[src/rtl/ball_sprite.sv]
// Moving square sprite: holds at a serve position, then steps once per frame and bounces off the screen edges.
// Optional BALL_HIT_FLASH_EN: inverts the sprite colour for four frames after every bounce.
module ball_sprite #(
    parameter int         COORD_W      = 11,
    parameter int         SCREEN_W     = 640,
    parameter int         SCREEN_H     = 480,
    parameter int         SIZE         = 8,
    parameter int         SPEED_X      = 2,
    parameter int         SPEED_Y      = 1,
    parameter int         START_X      = 316,
    parameter int         START_Y      = 236,
    parameter int         SERVE_FRAMES = 60,
    parameter logic [1:0] R            = 2'b01,
    parameter logic [1:0] G            = 2'b00,
    parameter logic [1:0] B            = 2'b00
) (
    input  logic               clk,
    input  logic               rst_n,
    input  logic [COORD_W-1:0] x,
    input  logic [COORD_W-1:0] y,
    input  logic               frame_tick,
    input  logic               run,
    input  logic               serve,
    output logic               en,
    output logic [1:0]         r,
    output logic [1:0]         g,
    output logic [1:0]         b,
    output logic [COORD_W-1:0] bx,
    output logic [COORD_W-1:0] by,
    output logic               hit_x,
    output logic               hit_y
);

    typedef enum logic {HOLD, RUN} state_t;

    localparam int CNT_W = $clog2(SERVE_FRAMES + 2);

    localparam logic [COORD_W-1:0] MAX_X    = COORD_W'(SCREEN_W - SIZE);
    localparam logic [COORD_W-1:0] MAX_Y    = COORD_W'(SCREEN_H - SIZE);
    localparam logic [COORD_W-1:0] STEP_X   = COORD_W'(SPEED_X);
    localparam logic [COORD_W-1:0] STEP_Y   = COORD_W'(SPEED_Y);
    localparam logic [COORD_W-1:0] SIDE     = COORD_W'(SIZE);
    localparam logic [COORD_W-1:0] HOME_X   = COORD_W'(START_X);
    localparam logic [COORD_W-1:0] HOME_Y   = COORD_W'(START_Y);
    localparam logic [CNT_W-1:0]   SERVE_CNT = CNT_W'(SERVE_FRAMES);

    state_t             state, state_n;
    logic [CNT_W-1:0]   cnt, cnt_n;
    logic [COORD_W-1:0] bx_n, by_n;
    logic               dir_x, dir_x_n, dir_y, dir_y_n;
    logic               hit_x_n, hit_y_n, en_n;
    logic [COORD_W:0]   step_x, step_y;
    logic               do_step;

    // One axis step: returns {bounced, new_position}; sums are one bit wider so they cannot wrap.
    function automatic logic [COORD_W:0] axis_step(
        input logic [COORD_W-1:0] pos,
        input logic               dir,
        input logic [COORD_W-1:0] step,
        input logic [COORD_W-1:0] max_pos
    );
        logic [COORD_W:0] res;
        if (dir) begin
            if (({1'b0, pos} + {1'b0, step}) > {1'b0, max_pos}) res = {1'b1, max_pos};
            else                                                 res = {1'b0, pos + step};
        end else begin
            if (pos < step) res = {1'b1, {COORD_W{1'b0}}};
            else            res = {1'b0, pos - step};
        end
        return res;
    endfunction

    assign step_x = axis_step(bx, dir_x, STEP_X, MAX_X);
    assign step_y = axis_step(by, dir_y, STEP_Y, MAX_Y);

    // NOTE: every variable written here gets a default first, so no path leaves one unassigned and no latch is inferred.
    always_comb begin
        state_n = state;
        cnt_n   = cnt;
        bx_n    = bx;
        by_n    = by;
        dir_x_n = dir_x;
        dir_y_n = dir_y;
        hit_x_n = 1'b0;
        hit_y_n = 1'b0;
        do_step = 1'b0;

        if (serve) begin
            state_n = HOLD;
            cnt_n   = '0;
            bx_n    = HOME_X;
            by_n    = HOME_Y;
            dir_x_n = ~dir_x;
        end else if (frame_tick && run) begin
            case (state)
                HOLD: begin
                    // Only reachable with SERVE_FRAMES == 0: move on the very first tick.
                    if (cnt == SERVE_CNT) begin
                        state_n = RUN;
                        do_step = 1'b1;
                    end else begin
                        cnt_n = cnt + CNT_W'(1);
                        if (cnt_n == SERVE_CNT) state_n = RUN;
                    end
                end
                RUN:     do_step = 1'b1;
                default: state_n = HOLD;
            endcase
        end

        if (do_step) begin
            bx_n    = step_x[COORD_W-1:0];
            by_n    = step_y[COORD_W-1:0];
            dir_x_n = dir_x ^ step_x[COORD_W];
            dir_y_n = dir_y ^ step_y[COORD_W];
            hit_x_n = step_x[COORD_W];
            hit_y_n = step_y[COORD_W];
        end
    end

    assign en_n = (x >= bx) && ({1'b0, x} < ({1'b0, bx} + {1'b0, SIDE})) &&
                  (y >= by) && ({1'b0, y} < ({1'b0, by} + {1'b0, SIDE}));

    // NOTE: state registers use non-blocking assignments so every flop samples pre-edge values.
    always_ff @(posedge clk or negedge rst_n) begin
        if (!rst_n) begin
            state <= HOLD;
            cnt   <= '0;
            bx    <= HOME_X;
            by    <= HOME_Y;
            dir_x <= 1'b1;
            dir_y <= 1'b1;
            hit_x <= 1'b0;
            hit_y <= 1'b0;
            en    <= 1'b0;
        end else begin
            state <= state_n;
            cnt   <= cnt_n;
            bx    <= bx_n;
            by    <= by_n;
            dir_x <= dir_x_n;
            dir_y <= dir_y_n;
            hit_x <= hit_x_n;
            hit_y <= hit_y_n;
            en    <= en_n;
        end
    end

`ifdef BALL_HIT_FLASH_EN
    logic [2:0] flash;

    always_ff @(posedge clk or negedge rst_n) begin
        if (!rst_n)                          flash <= 3'd0;
        else if (serve)                      flash <= 3'd0;
        else if (hit_x || hit_y)             flash <= 3'd4;
        else if (frame_tick && flash != 3'd0) flash <= flash - 3'd1;
    end

    assign r = (flash != 3'd0) ? ~R : R;
    assign g = (flash != 3'd0) ? ~G : G;
    assign b = (flash != 3'd0) ? ~B : B;
`else
    assign r = R;
    assign g = G;
    assign b = B;
`endif

endmodule

[config.mk]
export PLATFORM = sky130hd
export DESIGN_NAME = ball_sprite
export DESIGN_NICKNAME = d
export VERILOG_FILES = /design/src/rtl/ball_sprite.sv
export SDC_FILE = /design/constraint.sdc
export NUM_CORES = 1
export LEC_CHECK = 0
export CORE_ASPECT_RATIO = 2
export CORE_MARGIN = 4
export CORE_UTILIZATION = 55
export DETAILED_ROUTE_END_ITERATION = 16
export PLACE_DENSITY_LB_ADDON = 0.25
export SETUP_SLACK_MARGIN = 0.5
export SLEW_MARGIN = 20
export SYNTH_ARGS = -nofsm -noshare
export SYNTH_HDL_FRONTEND = slang
export SYNTH_SLANG_ARGS = --single-unit
[constraint.sdc]
create_clock -name clk -period 3.1 [get_ports clk]
set_input_delay 0.62 -clock clk [delete_from_list [all_inputs] [get_ports clk]]
set_output_delay 0.62 -clock clk [all_outputs]
set_load 0.02 [all_outputs]
==> qor.yml <==
path_delay_family: "simple AND/OR/NAND/NOR gates"
synth_top_area_share: 0.161
max_stage_delay_ps: 540
nets: 564
die_y_um: 123
antenna_cells: 0
drc: 0
cts_tree: "built"
root_buffer: "clkbuf_16"
r2r-end: "en"
r2r_start: "by[3]"
ant_nets: 0
seqCellArea_um2: 847
dpl_worst_slack_ps: 158
worst_ep_arrival_time_ps: 2730
cts_buffer_depth: 2
startpoint: "by[3]"
crit_path_end_kind: "flop"
ys_warn_count: 0
ys.flop_type: "dfrtp_1"
cts.sinks: 33
layout_common_cells: "clkdlybuf4s50_1, ha_1, nand2_1"
finClkSkew_ps: 3.55
vias_per_cell: 6.42
ys_async_sr_fraction: 1.00
multi_input_area_mm2: 0.00262
cp.buffers_inverters: 0
gp_congestion: 0.965
status: "finished, final reports clean"
clk_pin_slew_worst_paths_ps: 60
antenna_found_initial: 0
areaGrowthSynthToFinish_pct: 22.1
min_period_over_period: 0.823
port_buffers: 49
syn_area_per_cell_um2: 8.29
path_common_cell: "o21a_1"
synth.distinct_cells: 71
grt_usage: 0.262
p_per_area_mw_per_mm2: 250
vias: 3707
dp_hpwl_mm: 7.79
grt_max_degree: 34
crit_required_ps: 3280
ir_worst_vdd_mv: 0.292
hold_path_end: "by[7]"
startpoint_type: "flop"
path_max_fanout: 5
postCtsHoldBufs: 0
fmax_mhz: 392
final_util: 0.700
p_leak_nw: 1.80
fp.dieArea_mm2: 0.00807
cap_violations: 0
slowest_stage: "dfstp_2"
finalWorstSetupSlack_ps: 548
netlist_instances: 440
fin_crit_ps: 2550
n_fill_cell: 562
final_layout_size_suffix_gt1_frac: 0.138
path_cells: "ha_2 -> nand4_1 -> or2_2 -> xnor2_1 -> ha_1 -> o21a_1 -> o21a_1 -> o32ai_1 -> a31oi_1 -> nor4bb_2"
io_pins: 58
syn_area_mm2: 0.00365
final_common_cell: "clkdlybuf4s50_1"
num_rows: 41
holdPathStages: 2
grt_pass1_vias: 3646
hold_viol: 0
synth.yosys.seq_area_share: 0.231
worstHoldStart: "by[7]"
totalWireLength_mm: 10.5
slew_viol_final: 0
ff2ff_path_depth: 10
setup_viol: 0
reg2reg_slack_ps: 550
synth_seq_cells: 33
synth_area_leader_cell: "ha_1"
setup_tns_ps: 0
core_mm2: 0.00636
clock_latency_ps: 280
hold_path.class: "reg -> reg"
worstMarginPinSlew_ps: 1080
synthTopCellsByArea: "ha_1, dfrtp_1, dfstp_2"
grt_pass1_wl_mm: 16.6
synth_edf_count: 0
cts_buffers: 5
grt_overflow: 0
rsz0062_at_grt: "true"
dr.pass1.iters: 5
initial_core_util: 0.573
drt_iter0_markers: 292
wire_per_inst_um: 18.2
critical_path_class: "reg -> reg"
slew_headroom: 0.277
ctsHtreeMaxLevel: 2
fp.dieW_um: 65.6
worst reg2reg max path: stages, from the launching register on:
cell and delay [ps]:
dfstp_2 540, ha_2 230, nand4_1 120, or2_2 360, xnor2_1 150, ha_1 270, o21a_1 110, o21a_1 160
o32ai_1 130, a31oi_1 110, nor4bb_2 290
layer usage:
metal / global-route usage / wire length (um)
met5: 0 / 0
met4: 0.173 / 657
met3: 0.0291 / 467
met2: 0.490 / 5640
met1: 0.264 / 3720
report_power, final:
part	leakage (nW)	internal [mW]	switching [mW]
clock network	0.0696	0.294	0.191
logic	1.31	0.0846	0.0948
registers	0.415	0.438	0.00959
area by class of cell:
cell class / count / share of cell area
multi-input combinational: 352 / 0.588
sequential: 33 / 0.190
timing repair buffer: 66 / 0.139
clock buffer: 5 / 0.0281
inverter: 32 / 0.0270
tap: 86 / 0.0242
clock inverter: 3 / 0.00393
cell families after synthesis:
| group | Yosys count | synth area share |
|---|---|---|
| flops | 33 | 0.231 |
| simple gates | 140 | 0.209 |
| fa+ha+maj | 47 | 0.161 |
| xor+xnor | 28 | 0.0693 |
| mux | 2 | 0.00583 |
| buf+inv | 61 | 0.0844 |
| other cells | 2 | 0.00206 |
| compound gates | 127 | 0.238 |
state kept, by name, indices dropped and copies added, names as in the netlist:
signal and count:
by 11, bx 10, cnt 6, dir_x 1
dir_y 1, en 1, hit_x 1, hit_y 1
state 1
through the flow:
step	total power [mW]	instance area (um^2)	cells	hold WS [ps]
after floorplan	0.560	3660	445	324
after detailed placement	0.629	4120	557	526
final	1.11	4450	577	544
after global routing	1.17	4450	577	572
after CTS	1.11	4320	570	535
after global placement	0.623	4120	557	519
what timing repair did:
action                     CTS  global route
cloned                       1             0
setup endpoints to repair   13            15
gates resized for setup      5            15
pin swaps                    1             0
setup buffers                4             7
Yosys cell counts (all sizes together), types with 3 or more instances:
cell     instances
and3             4
nand3           14
o211ai           5
a31oi           10
o21a             7
inv             32
xnor2           23
a2111oi          3
clkbuf          12
and4             7
and4b            3
xor2             5
nor3            11
dfstp           12
ha              47
a211oi           8
nand2           35
a221oi           4
nor2            28
nor4             5
o22ai            5
a41oi            3
dfrtp           21
buf             17
o31ai            3
o41ai            3
o21ai           29
a21oi           22
nand4            8
nor2b            8
how the worst max path moves through the flow:
| stage | cells past startpoint | end |
|---|---|---|
| after floorplan | 10 | en |
| after global placement | 7 | by[2] |
| after detailed placement | 7 | by[2] |
| after CTS | 11 | en |
| after global routing | 9 | en |
| final | 10 | en |
Note: power is estimated with default switching activity, not from simulation.
==> edit 1, RTL diff (same flow settings) <==
`SIZE`: 8 -> 4.
--- a/src/rtl/ball_sprite.sv
+++ b/src/rtl/ball_sprite.sv
@@ -6,3 +6,3 @@
     parameter int         SCREEN_H     = 480,
-    parameter int         SIZE         = 8,
+    parameter int         SIZE         = 4,
     parameter int         SPEED_X      = 2,
Behaviour: not the same (Yosys sat finds a counterexample within 4 cycles, from zero or initial values and one cycle with rst_n low).
==> edit 1 against the original RTL <==
- sequential cell count unchanged
- first-iteration DRC count decreased by 20%
- fmax increased by 1.5%
- setup slack improved by 0.038 ns
- synthesized area increased by 1.5%
- synthesized cell count increased by 1.6%
- core utilization decreased by 2.0 points
- total power increased by 15%
- cell area increased by 0.28%
- routed wire length decreased by 3.0%
- via count decreased by 2.9%
==> edit 1: results (changes against the original RTL) <==
status=finished clean; layout cells sized above 1=12.2% (-1.6 points); skew final=0.00930 ns (+0.00575 ns); routed via count=3600 (-2.9%); CTS clk-pin slew, worst paths=0.06 ns (about the same); inverter count=32 (unchanged); Gate power share=12.4% (-3.7 points); DR WL met2=5.72 mm (+1.4%); Syn Inst Count=447 (+1.6%); Slew HR=51.2% (+23 points); M1 WL=3.58 mm (-3.9%); Post-CTS Setup Bufs=0 (-4); total track usage=25.8% (-0.38 points); met3 wire length=403 µm (-14%); Switching Fraction=23.7% (-2.9 points); GR Util met3=1.90% (-1.0 points); top flop regs=by (11), bx (10), cnt (6); Buffers excl. clock=60 (-9.1%); Clock buf/inv share=4.34% (+1.1 points); Startpoint Class=flop; Storage cell area=841 µm² (-0.74%); slowest stage delay, CP=0.70 ns (+0.16 ns); peak supply drop=296 µV (+1.2%); cell family with the largest share of critical-path delay=flip-flops; non-filler instance count after layout=578 (+0.17%); Root Driver=clkbuf_16; leak pwr=1.84 nW (+2.4%); total iterations of the first detailed-routing run=5 (unchanged); Signal buf overhead=12.8% (-1.0 points); Netlist cell types=73 (+2.8%); routability congestion estimate=0.969 (+0.37%); fill count=566 (+0.71%); violation count after the first detailed-route iteration=235 (-20%); routed len/inst=17.6 µm (-3.1%); DP Wirelength=7.80 mm (+0.15%); DP Area=4190 µm² (+1.6%); final net count=566 (+0.35%); number of gates resized after cts=4 (-1); Clk power=670 µW (+38%); area of the multi-input gates=2620 µm² (about the same); clock power share=52.6% (+9.0 points); Layout area overhead=20.6%; M1 GR Usage=26.5% (+0.15 points); vias in the first global route=3503 (-3.9%); cell area after layout=4470 µm² (+0.28%); number of multi-input logic gates=357 (+1.4%); crit path max fanout=12 (+7); Hold WC Path Type=flop to flop; pre-CTS WS=0.272 ns (+0.115 ns); first-pass GRT wire length=16.4 mm (-1.1%); initial core utilization=56.4% (-0.96 points); met2 Use GR=49.9% (+0.95 points); Worst Path Arrival=2.69 ns (-0.04 ns); Post-synth top cells=ha_1, nor2_1, xnor2_1, inv_1, a21oi_1; Seq/Total Area, Yosys=22.7% (-0.35 points); top post-synthesis cells by area=ha_1, dfrtp_1, dfstp_2, xnor2_1, a21oi_1
-- edit 1: changes by cell type after synthesis, sizes merged, moves of 6 or more --
| cell | change |
|---|---|
| nor3 | +14 |
| xnor2 | +7 |
| nand2 | -9 |
| o21ai | -10 |
| buf | +6 |
| nor2 | +9 |
| nand3 | +9 |
-- edit 1: final timing paths --
path                       start    end  slack (ns)  cells after the start
hold reg to reg            by[5]  by[5]        0.58                      2
hold / removal             by[5]  by[5]        0.58                      2
min in group asynchronous  rst_n  hit_y        0.74                      2
setup reg to reg           bx[4]     en        0.59                     10
max in group asynchronous  rst_n  by[7]        2.00                      2
setup / recovery           bx[4]     en        0.59                     10
-- edit 1: kinds of logic after synthesis --
family                     count (synthesis)  synth area share [%]
and+or+nand+nor                          147                  20.6
AOI/OAI and AO/OA                        113                  21.7
buffers and inverters                     62                  8.18
adders and majority gates                 50                  16.9
xor gates and xnor gates                  35                  8.28
DFF                                       33                  22.7
muxes                                      5                  1.39
other                                      2                 0.203
==> edit 2, RTL diff (same settings) <==
Made on the original files. The output `hit_y` loses its register stage (`hit_y` becomes a continuous assignment).
--- a/src/rtl/ball_sprite.sv
+++ b/src/rtl/ball_sprite.sv
@@ -133,3 +133,2 @@
             hit_x <= 1'b0;
-            hit_y <= 1'b0;
             en    <= 1'b0;
@@ -143,3 +142,2 @@
             hit_x <= hit_x_n;
-            hit_y <= hit_y_n;
             en    <= en_n;
@@ -147,2 +145,4 @@
     end
+
+    assign hit_y = hit_y_n;
 
Function: same outputs for any inputs over 10 cycles, from zero or initial values and one cycle with rst_n low; that may be too few to reach the edited logic, so the function may still have changed.
==> edit 2 against the original RTL <==
- total power grew 6.2%
- routed wire length grew 4.8%
- fmax shrank 10%
- via count grew 0.35%
- synthesized area shrank 0.69%
- setup slack lost 0.29 ns
- cell area grew 3.3%
- core utilization grew 2.3 points
- final cell count grew 2.1%
- sequential cell count shrank 1
- first-iteration DRC count grew 7.9%
- critical endpoint is now hit_y
- largest cell class unchanged
- largest power group unchanged
==> edit 2: results (changes against the original RTL) <==
number of port buffers=49 (unchanged); final net count=576 (+2.1%); Skew-Pair Late Insertion Delay=0.28 ns (about the same); top flop regs=by (11), bx (10), cnt (6); Hold WC Path Type=flop to flop; Post-Route WL=11.0 mm (+4.8%); total iterations of the first detailed-routing run=4 (-1); cell family with the largest share of critical-path delay=simple AND/OR/NAND/NOR gates; first-pass GRT wire length=17.5 mm (+5.7%); DP Wirelength=8.29 mm (+6.4%); top cell type's share of synthesized area=16.2% (+0.11 points); antenna violations before repair=0 (unchanged); Root Driver=clkbuf_16; skew final=0.00558 ns (+0.00203 ns); M1 GR Usage=26.3% (-0.042 points); GR Util met3=3.11% (+0.20 points); top post-synthesis cells by area=ha_1, dfrtp_1, dfstp_2, xnor2_1, o21ai_0; largest net degree at the start of global routing=33 (-2.9%); status=finished clean; met2 Use GR=55.2% (+6.3 points); Post-CTS Setup Bufs=4 (unchanged); slowest stage delay, CP=0.51 ns (-0.03 ns); total track usage=28.0% (+1.8 points); Vias/cell=6.32 (-1.7%); total clock buffers created by CTS=5 (unchanged); ant diodes=0 (unchanged); M1 WL=3.79 mm (+1.9%); NetSw=294 µW (-0.55%); top sig layer=met4; ys async rst share=100% (unchanged); Netlist cell types=71 (unchanged); Max H-tree Level=2 (unchanged); Slowest-stage cell, CP=or4_1; number of gates resized after cts=14 (+9); vias in the first global route=3802 (+4.3%); Seq/Total Area, Yosys=22.5% (-0.53 points); Post-synth top cells=ha_1, nand2_1, inv_1, o21ai_0, nor2_1; layout cells sized above 1=17.1% (+3.2 points); Yosys warning count=0 (unchanged); Synth Flop Type=dfrtp_1; CTS clk-pin slew, worst paths=~0.050 ns; peak supply drop=365 µV (+25%); leak pwr=1.87 nW (+4.2%); met3 wire length=410 µm (-12%); worst-margin pin slew=0.646 ns (-0.436 ns); CTS Buffer Depth=2 (unchanged); DR WL met2=6.24 mm (+11%); violation count after the first detailed-route iteration=315 (+7.9%); fill count=536 (-4.6%); routability congestion estimate=0.873 (-9.6%); Worst Path Arrival=2.22 ns (-0.51 ns); crit path max fanout=6 (+1)
==> edit 2: power by group through the flow <==
stage | clock network, mW | logic [mW] | registers, mW
2_1_floorplan | 0 | 0.109 | 0.438
3_3_place_gp | 0 | 0.170 | 0.440
3_5_place_dp | 0 | 0.176 | 0.441
4_1_cts | 0.571 | 0.178 | 0.434
5_1_grt | 0.586 | 0.202 | 0.436
6_report | 0.565 | 0.182 | 0.434
==> edit 2: cell families (layout without fill, tap and decap cells) <==
kind of cell	count (synthesis)	after routing	share of synthesized area, %
adder cells (fa/ha/maj)	47	47	16.2
flip-flops	32	32	22.5
multiplexers	2	2	0.587
XOR/XNOR	28	28	6.98
AO/OA/AOI/OAI	127	127	23.9
other	2	7	0.207
AND/OR/NAND/NOR	140	140	21.0
buffers and inverters	61	120	8.50
==> edit 2: through the flow <==
step / cell area (µm²) / setup slack (ns) / instances
after CTS: 4510 / 0.279 / 586
final: 4600 / 0.261 / 589
after floorplan: 3690 / 0.509 / 444
after global placement: 4270 / 0.0808 / 574
after detailed placement: 4270 / 0.0726 / 574
after global routing: 4600 / 0.195 / 589
==> edit 2: layout make-up <==
class | instances | area share [%]
Multi-Input combinational cell | 351 | 57.7
Tap cell | 86 | 2.34
Clock inverter | 2 | 0.761
Sequential cell | 32 | 17.9
Timing Repair Buffer | 80 | 15.9
Inverter | 32 | 2.61
Clock buffer | 6 | 2.80
==> edit 2: final timing paths <==
path / from / cells past startpoint / slack, ns / endpoint
hold reg to reg: by[7] / 2 / 0.55 / by[7]
min in group asynchronous: rst_n / 2 / 0.74 / state
max in group asynchronous: rst_n / 2 / 2.02 / by[7]
setup reg to reg: by[3] / 12 / 0.35 / en
setup / recovery: by[1] / 8 / 0.26 / hit_y
hold / removal: by[7] / 2 / 0.55 / by[7]
